<file path="config.mk">
export PLATFORM = sky130hd
export DESIGN_NAME = vga_scan_driver_flat
export DESIGN_NICKNAME = d
export VERILOG_FILES = /design/src/rtl/vga_scan_driver_if.sv /design/src/rtl/vga_scan_driver.sv /design/src/flat_wrapper.sv
export SDC_FILE = /design/constraint.sdc
export NUM_CORES = 1
export LEC_CHECK = 0
export CAP_MARGIN = 20
export CORE_ASPECT_RATIO = 1.5
export CORE_MARGIN = 2
export CORE_UTILIZATION = 51
export DETAILED_ROUTE_END_ITERATION = 10
export PLACE_DENSITY = 0.74
export REMOVE_ABC_BUFFERS = 1
export SETUP_SLACK_MARGIN = 0.3
export SYNTH_ARGS = -nofsm -noshare
export SYNTH_HDL_FRONTEND = slang
export SYNTH_SLANG_ARGS = --single-unit
</file>
<file path="constraint.sdc">
create_clock -name clk -period 2.3 [get_ports clk]
set_input_delay 0.46 -clock clk [delete_from_list [all_inputs] [get_ports clk]]
set_output_delay 0.46 -clock clk [all_outputs]
set_load 0.02 [all_outputs]
</file>
<file path="src/rtl/vga_scan_driver_if.sv">
// Avalon-MM slave write bus feeding the VGA scan driver register file.
interface vga_scan_driver_if;
  logic        chipselect;
  logic        write;
  logic [2:0]  address;
  logic [31:0] writedata;

  modport master (
    output chipselect,
    output write,
    output address,
    output writedata
  );

  modport slave (
    input chipselect,
    input write,
    input address,
    input writedata
  );
endinterface

</file>
<file path="src/rtl/vga_scan_driver.sv">
// vga_scan_driver: VGA raster timing generator running at clk/2, with an
// 8-entry double-buffered register file.
// - Avalon writes land in the pending bank.
// - The pending bank is copied into the active bank once per frame, at the
//   last visible pixel.
// - The active bank is presented round-robin to the pixel pipeline.
module vga_scan_driver #(
  parameter int H_ACTIVE = 640,
  parameter int H_TOTAL  = 800,
  parameter int HS_START = 656,
  parameter int HS_END   = 752,
  parameter int V_ACTIVE = 480,
  parameter int V_TOTAL  = 525,
  parameter int VS_START = 490,
  parameter int VS_END   = 492
) (
  input  logic                clk,
  input  logic                reset,
  vga_scan_driver_if.slave    avs,
  output logic [9:0]          hcount,
  output logic [9:0]          vcount,
  output logic [2:0]          reg_addr,
  output logic [31:0]         reg_data,
  input  logic [23:0]         RGB_input,
  output logic [7:0]          VGA_R,
  output logic [7:0]          VGA_G,
  output logic [7:0]          VGA_B,
  output logic                VGA_HS,
  output logic                VGA_VS,
  output logic                VGA_BLANK_n,
  output logic                VGA_CLK,
  output logic                frame_start
);

  localparam int NUM_REGS = 8;

  localparam logic [9:0] H_LAST_C   = 10'(H_TOTAL - 1);
  localparam logic [9:0] V_LAST_C   = 10'(V_TOTAL - 1);
  localparam logic [9:0] H_COMMIT_C = 10'(H_ACTIVE - 1);
  localparam logic [9:0] V_COMMIT_C = 10'(V_ACTIVE - 1);
  localparam logic [9:0] H_ACTIVE_C = 10'(H_ACTIVE);
  localparam logic [9:0] V_ACTIVE_C = 10'(V_ACTIVE);
  localparam logic [9:0] HS_START_C = 10'(HS_START);
  localparam logic [9:0] HS_END_C   = 10'(HS_END);
  localparam logic [9:0] VS_START_C = 10'(VS_START);
  localparam logic [9:0] VS_END_C   = 10'(VS_END);

  // Scan state.
  logic        pix_en_q, pix_en_d;
  logic [9:0]  hcount_q, hcount_d;
  logic [9:0]  vcount_q, vcount_d;
  logic [2:0]  reg_addr_q, reg_addr_d;

  // Register file banks.
  logic [31:0] pending_q [NUM_REGS];
  logic [31:0] pending_d [NUM_REGS];
  logic [31:0] active_q  [NUM_REGS];
  logic [31:0] active_d  [NUM_REGS];

  // Video output stage, one pixel tick behind the scan position.
  logic [23:0] rgb_q, rgb_d;
  logic        hs_q, hs_d;
  logic        vs_q, vs_d;
  logic        blank_n_q, blank_n_d;
  logic        frame_start_q, frame_start_d;

  // Decoded position.
  logic        wr_en_s;
  logic        visible_s;
  logic        hs_on_s;
  logic        vs_on_s;
  logic        h_last_s;
  logic        v_last_s;
  logic        commit_s;

  // Decode the current scan position and the bus write strobe.
  always_comb begin
    wr_en_s   = avs.chipselect & avs.write;
    visible_s = (hcount_q < H_ACTIVE_C) && (vcount_q < V_ACTIVE_C);
    hs_on_s   = (hcount_q >= HS_START_C) && (hcount_q < HS_END_C);
    vs_on_s   = (vcount_q >= VS_START_C) && (vcount_q < VS_END_C);
    h_last_s  = (hcount_q == H_LAST_C);
    v_last_s  = (vcount_q == V_LAST_C);
    // Commit happens on the pixel tick that leaves the last visible pixel.
    commit_s  = pix_en_q && (hcount_q == H_COMMIT_C) && (vcount_q == V_COMMIT_C);
  end

  // Pixel enable, raster counters and round-robin register index.
  always_comb begin
    pix_en_d   = ~pix_en_q;
    reg_addr_d = reg_addr_q + 3'd1;
    hcount_d   = hcount_q;
    vcount_d   = vcount_q;
    if (pix_en_q) begin
      if (h_last_s) begin
        hcount_d = 10'd0;
        if (v_last_s) begin
          vcount_d = 10'd0;
        end else begin
          vcount_d = vcount_q + 10'd1;
        end
      end else begin
        hcount_d = hcount_q + 10'd1;
        vcount_d = vcount_q;
      end
    end else begin
      hcount_d = hcount_q;
      vcount_d = vcount_q;
    end
  end

  // Pending bank takes bus writes; active bank copies the pre-write pending bank at commit.
  always_comb begin
    for (int i = 0; i < NUM_REGS; i++) begin
      if (wr_en_s && (avs.address == 3'(i))) begin
        pending_d[i] = avs.writedata;
      end else begin
        pending_d[i] = pending_q[i];
      end
      if (commit_s) begin
        active_d[i] = pending_q[i];
      end else begin
        active_d[i] = active_q[i];
      end
    end
  end

  // Colour, sync and blank are captured together on each pixel tick so they stay aligned.
  always_comb begin
    rgb_d         = rgb_q;
    hs_d          = hs_q;
    vs_d          = vs_q;
    blank_n_d     = blank_n_q;
    frame_start_d = commit_s;
    if (pix_en_q) begin
      hs_d      = ~hs_on_s;
      vs_d      = ~vs_on_s;
      blank_n_d = visible_s;
      if (visible_s) begin
        rgb_d = RGB_input;
      end else begin
        rgb_d = 24'd0;
      end
    end else begin
      rgb_d     = rgb_q;
      hs_d      = hs_q;
      vs_d      = vs_q;
      blank_n_d = blank_n_q;
    end
  end

  // State registers; reset parks the raster at (0,0) with idle video levels and empty banks.
  always_ff @(posedge clk or negedge reset) begin
    if (!reset) begin
      pix_en_q      <= 1'b0;
      hcount_q      <= 10'd0;
      vcount_q      <= 10'd0;
      reg_addr_q    <= 3'd0;
      rgb_q         <= 24'd0;
      hs_q          <= 1'b1;
      vs_q          <= 1'b1;
      blank_n_q     <= 1'b0;
      frame_start_q <= 1'b0;
      for (int i = 0; i < NUM_REGS; i++) begin
        pending_q[i] <= 32'd0;
        active_q[i]  <= 32'd0;
      end
    end else begin
      pix_en_q      <= pix_en_d;
      hcount_q      <= hcount_d;
      vcount_q      <= vcount_d;
      reg_addr_q    <= reg_addr_d;
      rgb_q         <= rgb_d;
      hs_q          <= hs_d;
      vs_q          <= vs_d;
      blank_n_q     <= blank_n_d;
      frame_start_q <= frame_start_d;
      for (int i = 0; i < NUM_REGS; i++) begin
        pending_q[i] <= pending_d[i];
        active_q[i]  <= active_d[i];
      end
    end
  end

  assign hcount      = hcount_q;
  assign vcount      = vcount_q;
  assign reg_addr    = reg_addr_q;
  assign reg_data    = active_q[reg_addr_q];
  assign VGA_R       = rgb_q[23:16];
  assign VGA_G       = rgb_q[15:8];
  assign VGA_B       = rgb_q[7:0];
  assign VGA_HS      = hs_q;
  assign VGA_VS      = vs_q;
  assign VGA_BLANK_n = blank_n_q;
  assign VGA_CLK     = pix_en_q;
  assign frame_start = frame_start_q;

endmodule

</file>
<file path="src/flat_wrapper.sv">
// flat-port wrapper written by rule: the top's interface ports become plain ports
module vga_scan_driver_flat 
#(
  parameter int H_ACTIVE = 640,
  parameter int H_TOTAL  = 800,
  parameter int HS_START = 656,
  parameter int HS_END   = 752,
  parameter int V_ACTIVE = 480,
  parameter int V_TOTAL  = 525,
  parameter int VS_START = 490,
  parameter int VS_END   = 492
)
  (clk, reset, hcount, vcount, reg_addr, reg_data, RGB_input, VGA_R, VGA_G, VGA_B, VGA_HS, VGA_VS, VGA_BLANK_n, VGA_CLK, frame_start, avs_chipselect, avs_write, avs_address, avs_writedata);
  vga_scan_driver_if avs_i ();
  input  logic clk;
  input  logic reset;
  output logic [9:0] hcount;
  output logic [9:0] vcount;
  output logic [2:0] reg_addr;
  output logic [31:0] reg_data;
  input  logic [23:0] RGB_input;
  output logic [7:0] VGA_R;
  output logic [7:0] VGA_G;
  output logic [7:0] VGA_B;
  output logic VGA_HS;
  output logic VGA_VS;
  output logic VGA_BLANK_n;
  output logic VGA_CLK;
  output logic frame_start;
  input wire logic [$bits(avs_i.chipselect)-1:0] avs_chipselect;
  input wire logic [$bits(avs_i.write)-1:0] avs_write;
  input wire logic [$bits(avs_i.address)-1:0] avs_address;
  input wire logic [$bits(avs_i.writedata)-1:0] avs_writedata;
  assign avs_i.chipselect = avs_chipselect;
  assign avs_i.write = avs_write;
  assign avs_i.address = avs_address;
  assign avs_i.writedata = avs_writedata;
  vga_scan_driver #(.H_ACTIVE(H_ACTIVE), .H_TOTAL(H_TOTAL), .HS_START(HS_START), .HS_END(HS_END), .V_ACTIVE(V_ACTIVE), .V_TOTAL(V_TOTAL), .VS_START(VS_START), .VS_END(VS_END)) u_core (.clk(clk), .reset(reset), .avs(avs_i), .hcount(hcount), .vcount(vcount), .reg_addr(reg_addr), .reg_data(reg_data), .RGB_input(RGB_input), .VGA_R(VGA_R), .VGA_G(VGA_G), .VGA_B(VGA_B), .VGA_HS(VGA_HS), .VGA_VS(VGA_VS), .VGA_BLANK_n(VGA_BLANK_n), .VGA_CLK(VGA_CLK), .frame_start(frame_start));
endmodule
</file>
Word level (Yosys, flattened, before mapping)
Index checks and enable logic that the tools add are counted.
- add/subtract/negate cells: 3
- order comparisons: 7
- equal/unequal tests: 11
- multiplexer cells: 6
- bitwise operators: 5
- reductions and logical operators: 15
- operators with widths (operator ; number):
    32-bit binary-select mux with 3-bit select ; 1
    32-bit two-way mux ; 2
    10-bit == test, second input constant ; 3
    24-bit two-way mux ; 1
    10-bit by 1-bit adder with 10-bit output, second input constant ; 2
    10-bit less-than comparator, second input constant ; 2
    10-bit by 9-bit less-than comparator with 1-bit output, second input constant ; 2
    10-bit two-way mux ; 2
    1-bit logical AND ; 13
    3-bit == test, second input constant ; 4
    10-bit by 9-bit == test with 1-bit output, second input constant ; 1
    10-bit greater-or-equal comparator, second input constant ; 1
    10-bit by 9-bit greater-or-equal comparator with 1-bit output, second input constant ; 1
    3-bit by 2-bit == test with 1-bit output, second input constant ; 2
    4-bit greater-or-equal comparator, second input constant ; 1
    3-bit inverter with 4-bit output ; 1
    3-bit by 1-bit adder with 3-bit output, second input constant ; 1
    3-bit by 1-bit == test with 1-bit output, second input constant ; 1
    3-bit zero test ; 1
    1-bit inverter ; 3
    2-bit AND reduction ; 1
    1-bit AND ; 1
- flip-flop bits (word level): 564
- bits of input ports: 63
- output and inout port bits: 84
- word-level logic and storage cells: 72

Longest topological paths before layout
Gate-level depths: netlist of the first run.
- depth after elaboration: 4
- mapped depth: 7
- depth with buffers taken out: 6

Worst setup path after synthesis of the first run
Ideal clock, no wire load.
- kind: reg2out
- from: register u_core.reg_addr_q[0] (netlist: u_core.reg_addr[0])
- to: output reg_data[10]
- arrival time: 1902 ps
- data required time: 1840 ps
- slack: -62 ps
- stages on the path, launching flop included: 4
- buffers on the path: 1
- cells stage by stage: dfrtp_1 clkbuf_1 mux4_2 mux2_2
- longest elaborated chain between the ends: 4
- ends and longest elaborated chain (what ; line ; RTL):
    start, declared ; vga_scan_driver.sv:52 ; logic [2:0] reg_addr_q, reg_addr_d;
    start signal, assigned ; vga_scan_driver.sv:172 ; reg_addr_q <= reg_addr_d;
    3-bit inverter with 4-bit output (not written as such) ; vga_scan_driver.sv:188 ; assign reg_data = active_q[reg_addr_q];
    32-bit binary-select mux with 3-bit select ; vga_scan_driver.sv:188 ;
    32-bit two-way mux (not written as such) (2 in series) ; vga_scan_driver.sv:188 ;
    end, declared ; flat_wrapper.sv:20 ; output logic [31:0] reg_data;
Every way passes these cells. The select of a mux whose other input is x is not followed.

Worst setup path in the final report of the first run
- from: register u_core.reg_addr_q[0] (netlist: u_core.reg_addr[0])
- to: output reg_data[9]
The elaborated chain is that of the path after synthesis.

==> impl_metrics.toml, run 1 <==
[timing]
setup_slack_ns = -0.531
setup_viol = 32
layout_min_cycle_time_ns = 2.83
tightest_slew_ns = 0.609
hold_violations = 0
rsz0062_at_grt = "true"
finClkSkew_ns = 0.0120
slew_headroom = 0.588
maxSlewViolCount = 0
max_freq_mhz = 353
timing.final.crit_share = 1.23

[yosys]
syn_avg_cell_area_um2 = 16.6
yosys_most_used_dff = "dfrtp_1"
yosysWarnings = 0
synthDistinctLibCells = 41
yosys.area.top_type = "dfrtp_1"
synth_edf_count = 0
yosysSeqAreaShare = 0.611
synth_top_area_share = 0.609
syn_inst = 1393
ys_async_sr_fraction = 1.00
synth_seq_cells = 564
syn_area_mm2 = 0.0231
synth.area.top_cells = "dfrtp_1 (61%), mux2_2 (15%), mux2_1 (11%), mux4_2 (6.2%), a22o_1 (0.91%)"

[critical_path]
rr_startpoint = "u_core.hcount[7]"
crit_start = "u_core.reg_addr[0]"
ff2ff_setup_slack_ns = 0.07
crit_fanout = 6
criticalPathCategory = "flip-flop to output pin"
arrival_ns = 2.37
worstSetupEndpointType = "output pin"
cp-start-kind = "flip-flop"
worstPathRequired_ns = 1.84

[clock_network]
worstSkewPairLatency_ns = 0.58
clk_pin_slew_ns = 0.06
numCtsBuffers = 52
clockRootBuffer = "clkbuf_16"
clockBufferDepth = 3
htreeDepth = 2
clock_sinks = 564
cts_tree = "built"

[die]
io_pins = 147
coreArea_mm2 = 0.0448
die_area_mm2 = 0.0470
core.rowCount = 95
chipWidth_um = 178
die_h_um = 265
initial_core_util = 0.515

[placement]
hpwlAfterDp_mm = 29.3
place_congestion = 0.767
dp_cells = 2102
portBuffers = 146

[power_and_ir_drop]
p_leak_nw = 15.0
total_power_mw = 22.1
ir_drop_v = 0.000605
powerDensity_mw_per_mm2 = 723

[route]
drt_first_pass_iters = 6
ant_nets = 0
remaining_drc_errors = 0
viasPerCell = 5.80
num_vias = 13300
wire_per_inst_um = 25.3
wl_mm = 58.0
initialDrtViolationCount = 634

[outcome]
outcome = "finished, violations left"
violations = "setup timing"

[global_route]
grt_use_total = 0.242
grt_pass1_vias = 14700
grt_max_degree = 93
grt_pass1_wl_mm = 86.7
antenna_found_initial = 4
gr-total-overflow = 0

[final_layout]
areaGrowthSynthToFinish_pct = 32.3
multi_input_area_mm2 = 0.00967
fin_cells = 2295
drive_gt1_frac = 0.532
seq_area_mm2 = 0.0141
nets = 1741
num-fill-cells = 2836

[flow_run]
drv_cap = 0

[worst_hold_path]
hp-class = "input pin to async pin"
-- state kept, by name, indices dropped and copies added, names as in the netlist --
signal and cells:
u_core.rgb_q 24, u_core.active_q 256, u_core.hcount 10, u_core.VGA_CLK 1, u_core.VGA_VS 1, u_core.VGA_HS 1
u_core.reg_addr 3, u_core.VGA_BLANK_n 1, u_core.pending_q 256, u_core.vcount 10, u_core.frame_start 1
-- synth_stat cells, types with 3 or more instances --
| library cell | n |
|---|---|
| xor2_1 | 6 |
| nor4_1 | 4 |
| buf_1 | 7 |
| ha_1 | 6 |
| buf_6 | 11 |
| o21ai_0 | 8 |
| mux2_2 | 313 |
| nand3b_1 | 3 |
| nor2_1 | 15 |
| nand3_1 | 12 |
| buf_4 | 14 |
| nand4_1 | 5 |
| and3_1 | 3 |
| nor3_1 | 7 |
| nand2_1 | 8 |
| xnor2_1 | 8 |
| buf_2 | 10 |
| clkbuf_1 | 39 |
| dfrtp_1 | 562 |
| mux2_1 | 231 |
| a22o_1 | 24 |
| nand2b_1 | 3 |
| and4_1 | 4 |
| mux4_2 | 64 |
| inv_1 | 6 |
-- path summary, 6_finish.rpt --
kind | to | depth (start not counted)
worst max register to register | u_core.active_q[9] | 8
min in group clk | u_core.rgb_q[13] | 2
worst min register to register | u_core.VGA_BLANK_n | 1
worst max-delay path | reg_data[9] | 6
max in group asynchronous | u_core.pending_q[202] | 4
worst min-delay path | u_core.pending_q[167] | 2
-- power breakdown --
group	internal (mW)	switching, mW
Clock	5.13	3.73
Combinational	0.992	0.653
Sequential	11.0	0.591
-- logic make-up after synthesis --
kind of cell,share of synthesized area
compound gates,0.0121
xor+xnor,0.00531
fa+ha+maj,0.00325
buf+inv,0.0207
flops,0.611
mux,0.328
simple gates,0.0196
-- cells in the final DEF (no fill, tap or decap), drive strengths merged, types with 3 or more instances in the layout --
cell type	synthesis	layout
buf	42	185
nor4	4	4
clkinvlp	0	3
o21ai	8	8
nand2b	3	3
nand3b	3	3
xor2	6	6
nand3	12	12
clkbuf	39	88
nand2	8	8
dlygate4sd2	0	46
clkinv	0	7
ha	6	6
mux2	544	544
nand4	7	7
inv	7	9
and3	3	3
xnor2	8	8
dfrtp	562	562
mux4	64	64
nor2	15	15
a22o	24	24
nor3	8	8
bufinv	0	5
clkdlybuf4s50	0	61
and4	4	4
-- metrics by stage --
stage | setup WS, ns | setup TNS (ns) | hold slack, ns | utilization | instance area [um2]
global route | -0.564 | -16.24 | 0.406 | 0.682 | 30600
finish | -0.531 | -14.56 | 0.385 | 0.682 | 30600
CTS | -0.530 | -15.04 | 0.385 | 0.662 | 29700
floorplan | -5.33 | -1473.86 | 0.164 | - | 22600
global placement | -0.290 | -7.42 | 0.399 | 0.576 | 25800
detailed placement | -0.306 | -7.61 | 0.396 | 0.576 | 25800
-- routing by layer --
layer  global-route usage  share of wire
met1                0.309           0.41
met2                0.415           0.51
met3               0.0452          0.048
met4               0.0793          0.031
met5                    0        0.00066
-- what timing repair did --
| item | 4_1_cts | 5_1_grt |
|---|---|---|
| hold endpoints to repair | 34 | 0 |
| pin swaps | 2 | 3 |
| setup endpoints to repair | 327 | 298 |
| cloned | 39 | 11 |
| hold buffers | 1 | 0 |
| setup buffers | 38 | 9 |
| gates resized for setup | 456 | 147 |
-- final cells by class --
type	count	share of cell area
inverters	7	0.000860
multi-input cells	741	0.316
repair buffers	306	0.139
clock buffers	77	0.0496
well taps	582	0.0238
clock inverters	17	0.00737
diodes	1	0.0000819
flip-flops and latches	564	0.462
-- worst max-delay path, cell delays in order (launching register included) --
cell and delay [ns]:
dfrtp_4 0.50, buf_12 0.14, buf_12 0.14, buf_8 0.13
mux4_2 0.45, mux2_4 0.29, buf_6 0.14
No activity file was read; power rests on OpenSTA's default activity.
==> run 2: changes to the inputs <==
- clock period: 2.3 -> 2.8 ns (I/O delays scaled with it)
==> impl_metrics.toml, run 2 (synthesis results as in run 1) <==
[outcome]
outcome = "finished, violations left"
violations = "setup timing"

[die]
coreArea_mm2 = 0.0448
core.rowCount = 95
die_area_mm2 = 0.0470
io_pins = 147
chipWidth_um = 178
die_h_um = 265
initial_core_util = 0.515

[critical_path]
worstSetupEndpointType = "output pin"
reg2reg_depth = 7
ff2ff_setup_slack_ns = 0.53
worstReg2RegEnd = "u_core.active_q[166]"
crit_fanout = 6
crit_start = "u_core.reg_addr[0]"
arrival_ns = 2.43
cp-start-kind = "flip-flop"
rr_startpoint = "u_core.hcount[0]"
crit_end = "reg_data[23]"
criticalPathCategory = "flip-flop to output pin"
worstPathRequired_ns = 2.24

[final_layout]
areaGrowthSynthToFinish_pct = 19.7
drive_gt1_frac = 0.348
reg_top3 = "u_core.active_q (256), u_core.pending_q (256), u_core.rgb_q (24)"
fin_area_mm2 = 0.0276
final_common_cell = "dfrtp_1"
layout_common_cells = "dfrtp_1 (559), mux2_2 (288), mux2_1 (231)"
nets = 1641
n_antenna_cell = 0
fin_cells = 2189

[flow_run]
drv_cap = 0

[route]
remaining_drc_errors = 0
wl_mm = 46.9
viasPerCell = 5.60
drt_first_pass_iters = 4
wire_per_inst_um = 21.4
num_vias = 12300
ant_nets = 0
initialDrtViolationCount = 616

[clock_network]
clk_pin_slew_ns = 0.07
numCtsBuffers = 51
worstSkewPairLatency_ns = 0.57
clockRootBuffer = "clkbuf_16"
clockBufferDepth = 3
clock_sinks = 564
cts_tree = "built"
htreeDepth = 2

[power_and_ir_drop]
p_leak_nw = 13.1
ir_drop_v = 0.000456
total_power_mw = 17.6
powerDensity_mw_per_mm2 = 637

[placement]
portBuffers = 146
place_congestion = 0.771
placed_area_mm2 = 0.0256
dp_cells = 2082
hpwlAfterDp_mm = 27.4
pre_cts_slack_ns = 0.0280

[timing]
hold_violations = 0
max_freq_mhz = 334
setup_slack_ns = -0.191
slew_headroom = 0.431
layout_min_cycle_time_ns = 2.99
finClkSkew_ns = 0.0223
tightest_slew_ns = 0.852
rsz0062_at_grt = "true"
maxSlewViolCount = 0
setup_viol = 25
timing.final.crit_share = 1.07

[global_route]
grt_use_total = 0.206
gr-total-overflow = 0
grt_max_degree = 96
antenna_found_initial = 1
grt_pass1_vias = 13400
grt_pass1_wl_mm = 75.6

[worst_hold_path]
hp-class = "flip-flop to flip-flop"
==> run 2: how the worst min path moves through the flow <==
stage | startpoint | to | slack, ns | depth (start not counted)
after floorplan | reset | u_core.VGA_BLANK_n | 0.26 | 0
after global placement | u_core.pending_q[173] | u_core.active_q[173] | 0.46 | 1
after detailed placement | u_core.pending_q[226] | u_core.active_q[226] | 0.46 | 1
after CTS | u_core.pending_q[179] | u_core.active_q[179] | 0.48 | 1
after global routing | u_core.active_q[47] | u_core.active_q[47] | 0.49 | 1
final | u_core.pending_q[179] | u_core.active_q[179] | 0.48 | 1
==> run 2: routing by layer <==
layer	vias up	global-route usage	routed length, um
met5	-	0	11
li1	5422	-	-
met3	61	0.0363	1930
met2	225	0.355	24100
met1	6557	0.272	20100
met4	2	0.0467	812
==> run 2: area by class of cell <==
cell class / count / area (um2)
Clock buffer: 81 / 1550
Sequential cell: 564 / 14100
Timing Repair Buffer: 207 / 2480
Multi-Input combinational cell: 741 / 8650
Fill cell: 3265 / 17200
Tap cell: 582 / 728
Clock inverter: 7 / 92.6
Inverter: 7 / 26.3
==> run 2: what timing repair did <==
action / CTS / global route
hold buffers: 1 / 0
setup buffers: 10 / 3
setup endpoints to repair: 34 / 41
gates resized for setup: 214 / 18
cloned: 3 / 2
endpoints found under the hold margin: 41 / 0
==> run 2: through the flow <==
stage	setup TNS [ns]	util	hold slack, ns
floorplan	-1285.84	-	0.264
global placement	0	0.570	0.459
detailed placement	0	0.570	0.464
CTS	-3.35	0.614	0.482
global route	-4.14	0.617	0.492
finish	-2.35	0.617	0.478
==> run 2: critical path: stages (launching register included) <==
cell and delay, ns:
dfrtp_4 0.49, buf_12 0.16, buf_6 0.12, buf_12 0.11, buf_16 0.13, mux4_2 0.42, mux2_4 0.29, buf_6 0.14
==> run 2: power breakdown <==
| group | internal, mW | switching (mW) |
|---|---|---|
| logic | 0.792 | 0.506 |
| registers | 9.03 | 0.398 |
| clock network | 3.96 | 2.93 |
==> run 3: changes to the inputs <==
- MAX_ROUTING_LAYER: unset -> met4
==> impl_metrics.toml, run 3 (synthesis results as in run 1) <==
[timing]
setup_viol = 24
hold_violations = 0
hold-worst-slack_ns = 0.479
tightest_slew_ns = 0.848
setup_tns_ns = -2.31
slew_headroom = 0.434
rsz0062_at_grt = "true"
maxSlewViolCount = 0
max_freq_mhz = 334
finClkSkew_ns = 0.0244
timing.final.crit_share = 1.07
layout_min_cycle_time_ns = 2.99
setup_slack_ns = -0.190

[die]
die_area_mm2 = 0.0470
io_pins = 147
coreArea_mm2 = 0.0448
core.rowCount = 95
initial_core_util = 0.515
die_h_um = 265
chipWidth_um = 178

[final_layout]
drive_gt1_frac = 0.348
fin_cells = 2190
reg_top3 = "u_core.active_q (256), u_core.pending_q (256), u_core.rgb_q (24)"
final_common_cell = "dfrtp_1"
num-fill-cells = 3264
layout_common_cells = "dfrtp_1 (559), mux2_2 (288), mux2_1 (231)"
areaGrowthSynthToFinish_pct = 19.7
final_core_util = 0.617
nets = 1641
fin_area_mm2 = 0.0277

[global_route]
grt_use_total = 0.212
grt_pass1_wl_mm = 75.6
grt_pass1_vias = 13400
grt_max_degree = 96
antenna_found_initial = 1
gr-total-overflow = 0

[placement]
place_congestion = 0.781
hpwlAfterDp_mm = 27.4
dp_cells = 2082
pre_cts_slack_ns = 0.0280
portBuffers = 146
placed_area_mm2 = 0.0256

[clock_network]
worstSkewPairLatency_ns = 0.57
clockBufferDepth = 3
htreeDepth = 2
cts_tree = "built"
clockRootBuffer = "clkbuf_16"
numCtsBuffers = 51
clock_sinks = 564
clk_pin_slew_ns = 0.07

[outcome]
outcome = "finished, violations left"
violations = "setup timing"

[route]
initialDrtViolationCount = 609
num_vias = 12200
drt_first_pass_iters = 4
wl_mm = 46.9
remaining_drc_errors = 0
ant_nets = 0
wire_per_inst_um = 21.4
viasPerCell = 5.58

[critical_path]
worstPathRequired_ns = 2.24
cp-start-kind = "flip-flop"
ff2ff_setup_slack_ns = 0.52
arrival_ns = 2.43
worstSetupEndpointType = "output pin"
criticalPathCategory = "flip-flop to output pin"
crit_fanout = 6

[power_and_ir_drop]
ir_drop_v = 0.000456
total_power_mw = 17.6
powerDensity_mw_per_mm2 = 637
p_leak_nw = 13.1

[worst_hold_path]
hp-class = "flip-flop to flip-flop"

[flow_run]
drv_cap = 0
run 3: cell types whose count changed in the layout (fill, tap and decap cells not counted):
cell,before,now
diode_2,0,1
run 3: what timing repair did:
item,in CTS,in global routing
setup buffers,10,3
endpoints found under the setup margin,34,41
gates resized for setup,214,18
endpoints found under the hold margin,41,0
hold buffers,1,0
gates cloned,3,2
run 3: final cells by class:
class                   count  area, um2  share of cell area
diodes                      1       2.50           0.0000905
clock buffers              81       1550              0.0561
clock inverters             7       92.6             0.00335
inverters                   7       26.3            0.000950
multi-input cells         741       8650               0.313
flip-flops and latches    564      14100               0.511
well taps                 582        728              0.0263
repair buffers            207       2480              0.0896
run 3: critical path: stages, from the launching register on:
cell and delay [ns]:
dfrtp_4 0.49, buf_12 0.16, buf_6 0.12, buf_12 0.11
buf_16 0.13, mux4_2 0.42, mux2_4 0.29, buf_6 0.14
run 3: final timing paths:
kind                                          to                   from  depth (start not counted)
hold reg to reg             u_core.active_q[179]  u_core.pending_q[179]                          1
setup / recovery                    reg_data[23]     u_core.reg_addr[0]                          7
min in group asynchronous  u_core.pending_q[176]                  reset                          2
max in group asynchronous   u_core.pending_q[77]                  reset                          3
setup reg to reg            u_core.active_q[166]       u_core.hcount[0]                          7
hold / removal              u_core.active_q[179]  u_core.pending_q[179]                          1
run 3: power breakdown:
part	switching (mW)	internal (mW)	leakage, nW
Sequential	0.397	9.03	7.35
Clock	2.94	3.96	0.795
Combinational	0.505	0.792	4.96
run 3: metal layers:
layer,track usage,part of all wire,up-vias
met5,-,0,-
met4,0.0467,0.017,0
met3,0.0340,0.038,61
met2,0.355,0.51,204
met1,0.273,0.43,6533
li1,-,-,5424
